## src/rtl/program_memory_pkg.sv

```systemverilog
// Shared definitions for the program memory, its loader and the cpu core bus.
package program_memory_pkg;

    localparam int unsigned ADDR_WIDTH = 8;
    localparam int unsigned DATA_WIDTH = 8;

    localparam logic MEM_READ  = 1'b0;
    localparam logic MEM_WRITE = 1'b1;

    typedef enum logic [1:0] {
        IDLE = 2'd0,
        LOAD = 2'd1,
        DONE = 2'd2
    } loader_state_t;

endpackage

```

## src/rtl/program_loader.sv

```systemverilog
// Streaming program loader: accepts valid/ready bytes and emits a write triple,
// holding the cpu off the memory while a load is in progress.
module program_loader
    import program_memory_pkg::*;
#(
    parameter int unsigned ADDR_WIDTH = program_memory_pkg::ADDR_WIDTH,
    parameter int unsigned DATA_WIDTH = program_memory_pkg::DATA_WIDTH
) (
    input  logic                  clk,
    input  logic                  reset,
    input  logic                  load_start,
    input  logic [ADDR_WIDTH-1:0] load_base,
    input  logic [ADDR_WIDTH:0]   load_length,
    input  logic                  load_valid,
    input  logic [DATA_WIDTH-1:0] load_data,
    output logic                  load_ready,
    output logic                  load_done,
    output logic                  cpu_hold,
    output logic                  wr_en,
    output logic [ADDR_WIDTH-1:0] wr_addr,
    output logic [DATA_WIDTH-1:0] wr_data
);

    localparam logic [ADDR_WIDTH:0] DEPTH = {1'b1, {ADDR_WIDTH{1'b0}}};

    loader_state_t         state;
    loader_state_t         state_next;
    logic [ADDR_WIDTH-1:0] ptr;
    logic [ADDR_WIDTH:0]   remain;
    logic                  accept;
    logic                  start_load;

    assign accept     = (state == LOAD) && load_valid;
    assign start_load = (state == IDLE) && load_start && (load_length != '0);

    always_ff @(posedge clk or negedge reset) begin
        if (!reset) begin
            state <= IDLE;
        end else begin
            state <= state_next;
        end
    end

    always_comb begin
        state_next = state;
        case (state)
            IDLE: begin
                if (load_start) begin
                    state_next = (load_length == '0) ? DONE : LOAD;
                end
            end
            LOAD: begin
                if (accept && (remain == (ADDR_WIDTH+1)'(1))) begin
                    state_next = DONE;
                end
            end
            DONE:    state_next = IDLE;
            default: state_next = IDLE;
        endcase
    end

    always_comb begin
        load_ready = (state == LOAD);
        load_done  = (state == DONE);
        cpu_hold   = (state != IDLE);
    end

    // Lengths beyond the array depth are clamped so a load never laps itself.
    always_ff @(posedge clk or negedge reset) begin
        if (!reset) begin
            ptr    <= '0;
            remain <= '0;
        end else if (start_load) begin
            ptr    <= load_base;
            remain <= (load_length > DEPTH) ? DEPTH : load_length;
        end else if (accept) begin
            ptr    <= ptr + ADDR_WIDTH'(1);
            remain <= remain - (ADDR_WIDTH+1)'(1);
        end
    end

    assign wr_en   = accept;
    assign wr_addr = ptr;
    assign wr_data = load_data;

endmodule

```

## src/rtl/program_memory.sv

```systemverilog
// Single-port byte memory on the cpu bus with a built-in program loader that
// owns the array (and holds the cpu) while a load runs.
module program_memory
    import program_memory_pkg::*;
#(
    parameter int unsigned ADDR_WIDTH = program_memory_pkg::ADDR_WIDTH,
    parameter int unsigned DATA_WIDTH = program_memory_pkg::DATA_WIDTH
) (
    input  logic                  clk,
    input  logic                  reset,
    input  logic                  memory_operation,
    input  logic [ADDR_WIDTH-1:0] memory_address,
    input  logic [DATA_WIDTH-1:0] to_memory,
    output logic [DATA_WIDTH-1:0] from_memory,
    input  logic                  load_start,
    input  logic [ADDR_WIDTH-1:0] load_base,
    input  logic [ADDR_WIDTH:0]   load_length,
    input  logic                  load_valid,
    input  logic [DATA_WIDTH-1:0] load_data,
    output logic                  load_ready,
    output logic                  load_done,
    output logic                  cpu_hold
);

    localparam int unsigned DEPTH = 2 ** ADDR_WIDTH;

    logic [DATA_WIDTH-1:0] mem [0:DEPTH-1];
    logic                  wr_en;
    logic [ADDR_WIDTH-1:0] wr_addr;
    logic [DATA_WIDTH-1:0] wr_data;

    program_loader #(
        .ADDR_WIDTH(ADDR_WIDTH),
        .DATA_WIDTH(DATA_WIDTH)
    ) u_loader (
        .clk        (clk),
        .reset      (reset),
        .load_start (load_start),
        .load_base  (load_base),
        .load_length(load_length),
        .load_valid (load_valid),
        .load_data  (load_data),
        .load_ready (load_ready),
        .load_done  (load_done),
        .cpu_hold   (cpu_hold),
        .wr_en      (wr_en),
        .wr_addr    (wr_addr),
        .wr_data    (wr_data)
    );

    // Loader writes only occur while cpu_hold is high, so the two sources never collide.
    always_ff @(posedge clk) begin
        if (wr_en) begin
            mem[wr_addr] <= wr_data;
        end else if (!cpu_hold && (memory_operation == MEM_WRITE)) begin
            mem[memory_address] <= to_memory;
        end
    end

    always_ff @(posedge clk or negedge reset) begin
        if (!reset) begin
            from_memory <= '0;
        end else if (!cpu_hold) begin
            from_memory <= mem[memory_address];
        end
    end

endmodule

```

## config.mk

```make
export PLATFORM = sky130hd
export DESIGN_NAME = program_memory
export DESIGN_NICKNAME = d
export VERILOG_FILES = /design/src/rtl/program_memory_pkg.sv /design/src/rtl/program_loader.sv /design/src/rtl/program_memory.sv
export SDC_FILE = /design/constraint.sdc
export NUM_CORES = 2
export LEC_CHECK = 0
export CAP_MARGIN = 25
export CORE_UTILIZATION = 45
export CTS_CLUSTER_SIZE = 8
export DETAILED_ROUTE_END_ITERATION = 8
export PLACE_DENSITY_LB_ADDON = 0.15
export SLEW_MARGIN = 20
export SYNTH_ARGS = -nofsm -noshare
export SYNTH_HDL_FRONTEND = slang
export SYNTH_HIERARCHICAL = 1
export SYNTH_SLANG_ARGS = --single-unit
export TNS_END_PERCENT = 50
```

## constraint.sdc

```tcl
create_clock -name clk -period 7.5 [get_ports clk]
set_clock_uncertainty 0.2 [all_clocks]
set_input_delay 1.5 -clock clk [delete_from_list [all_inputs] [get_ports clk]]
set_output_delay 1.5 -clock clk [all_outputs]
set_load 0.005 [all_outputs]
```

==> impl_metrics.toml <==
[timing]
fin_crit_sh_pct = 73.1
setup_violations = 0
worst_slew_pin_slew_ns = 1.13
period_needed_ns = 5.48
slew_headroom_pct = 24.4
finalHoldViolCount = 0
maxSlewViolCount = 0
max_freq_ghz = 0.182
rsz0062_at_grt = "false"
final.setup.tns_ns = 0

[global_routing]
antenna_found_initial = 7
grt_max_degree = 113
overflow = 0
grt_usage_pct = 23.5
grt_pass1_wl_mm = 303
grt_pass1_vias = 41097

[synthesis]
yosysTopAreaCellShare_pct = 75.9
ys.flop_type = "edfxtp_1"
yosys_warnings = 6
syn_nets = 3961
synthTopCellsByArea = "edfxtp_1 (76%), mux4_2 (13%), mux2i_1 (1.5%)"
synthArstFlopShare_pct = 1.30
avgSynthCellArea_sq_um = 20.7
synth_seq_cells = 2075
ys_seq_area_share_pct = 76.7
synth_edf_count = 2048
syn_area_sq_um = 81000
yosys.area.top_type = "edfxtp_1"
netlist_instances = 3912
yosysUniqueCellTypes = 65

[status]
status = "complete, no violations"

[power_and_ir_drop]
leakage_nw = 29.0
power.internal_w = 0.0218
power_density_nw_per_um2 = 312
seq_power_share_pct = 47.8
ir_worst_vdd_mv = 0.215
netSwitchingFraction_pct = 24.4
comb_power_share_pct = 10.6
clockPowerShare_pct = 41.5
p_sw_w = 0.00706

[layout]
final_common_cell = "edfxtp_1"
drive_gt1_share_pct = 23.1
nets = 4193
synthToLayoutAreaGrowth_pct = 14.4
final_util_pct = 51.9
layout_common_cells = "edfxtp_1 (2048), mux4_2 (470), clkbuf_16 (317)"
nFillCells = 13968
postLayoutCellArea_sq_um = 92700

[placement]
gp_routability_congestion = 0.838
place_area_sq_um = 84600
io_buffers = 56
dp_hpwl_mm = 128

[routing]
vias = 39952
highest_layer = "met5"
wl_met2_mm = 99.7
first_iter_violations = 4121
first_pass_iters = 5
wl_met1_mm = 89.7
drc = 0
wirelength_mm = 211
antenna_left = 0
wl_per_cell_um = 32.2
routed-wl-met3_mm = 15.0
routed_via_density = 6.11

[floorplan]
die_w_um = 426
rows = 155
die_y_um = 426
die_area_sq_um = 182000
core_area_sq_um = 179000
pin_count = 57
start_util_pct = 45.4

[worst_setup_path]
crit_arrival_ns = 5.79
end_kind = "flop"
start_kind = "primary input"
crit_type = "primary input to flop"
worstPathMaxFanout = 27
cp.required_ns = 7.80

[cts]
cts_made_buffers = 309
cts_setup_buffers = 0
cts_tree = "done"
cts.sink_count = 2075
max-clock-path-buffers = 4
hold_buffers = 0
h-tree-depth = 5
clk_latency_ns = 0.88
cts-resized-gates = 0
path_clk_slew_ns = 0.05
clockRootBuffer = "clkbuf_16"

[min_path]
hold_class = "flop to flop"

[run]
maxCapViolations = 0
## layer usage
metal  track usage, %  vias up
met4             7.97        4
li1                 -    16684
met2             36.2     1526
met3             4.77      358
met5                0        -
met1             33.4    21380
## path summary, 6_finish.rpt
check,start,to,slack [ns],cells past startpoint
hold reg to reg,u_loader/remain[7],u_loader/remain[7],0.32,1
max in group asynchronous,reset,from_memory[4],5.93,2
setup / recovery,load_valid,mem[226][0],2.02,9
setup reg to reg,u_loader/state[1],mem[226][0],2.51,8
min in group asynchronous,reset,u_loader/remain[6],0.83,2
hold / removal,u_loader/remain[7],u_loader/remain[7],0.32,1
## kinds of logic after synthesis
group	synth area share, %
muxes	14.8
xor gates and xnor gates	0.0649
AOI/OAI and AO/OA	3.80
and+or+nand+nor	2.88
buffers and inverters	1.68
adders and majority gates	0.0463
DFF	76.7
## cell usage after synthesis, drive strengths merged, types with 4 or more instances
cell and n:
buf 136, o21ai 20, a221oi 8, nand2 123, nand3 28, o211ai 37
nor2 294, nor4 10, dfrtp 27, mux4 470, a211oi 18, inv 8
a22o 42, xor2 4, o221ai 26, a31oi 31, nor2b 7, a21o 16
or2 4, o22ai 16, a22oi 96, o41ai 8, o31ai 22, or4 12
or3 11, a221o 4, and2 5, nor3 6, edfxtp 2048, nand2b 5
clkbuf 108, mux2 15, nand3b 12, a21oi 84, mux2i 124
## flip-flops by register name, summed over array words and instances, names as in the netlist
name	count
from_memory	8
u_loader/state	2
mem	2048
u_loader/wr_addr	8
u_loader/remain	9
## layout make-up
class / count / area [sq um] / area share, %
clock inverters: 6 / 67.6 / 0.0729
repair buffers: 165 / 1770 / 1.91
flip-flops and latches: 2075 / 62200 / 67.1
well taps: 2355 / 2950 / 3.18
multi-input cells: 1584 / 17700 / 19.1
diodes: 2 / 5.00 / 0.00540
inverters: 9 / 36.3 / 0.0391
clock buffers: 348 / 8050 / 8.68
## power groups by stage
stage	Sequential, W	Clock, W	Combinational [W]
after floorplan	0.0142	0	0.00152
after global placement	0.0140	0	0.00308
after detailed placement	0.0140	0	0.00312
after CTS	0.0138	0.0122	0.00312
after global routing	0.0138	0.0127	0.00326
final	0.0138	0.0120	0.00307
## stage by stage
stage	power (W)	setup WS (ns)	hold WS, ns	std cells
after floorplan	0.0157	0.703	0.274	3912
after detailed placement	0.0172	1.19	0.314	6187
after CTS	0.0291	2.12	0.321	6541
final	0.0289	2.02	0.322	6544
after global placement	0.0171	1.23	0.315	6186
after global routing	0.0297	1.90	0.364	6542
## worst max-delay path: stages
cell	delay (ns)
clkdlybuf4s50_1	0.50
nand3b_2	0.21
inv_1	0.57
or3b_2	0.64
nand3b_1	0.16
nand2_1	0.31
nand3_2	0.79
buf_4	0.47
nor2_1	0.60
Note: power is estimated with default switching activity, not from simulation.
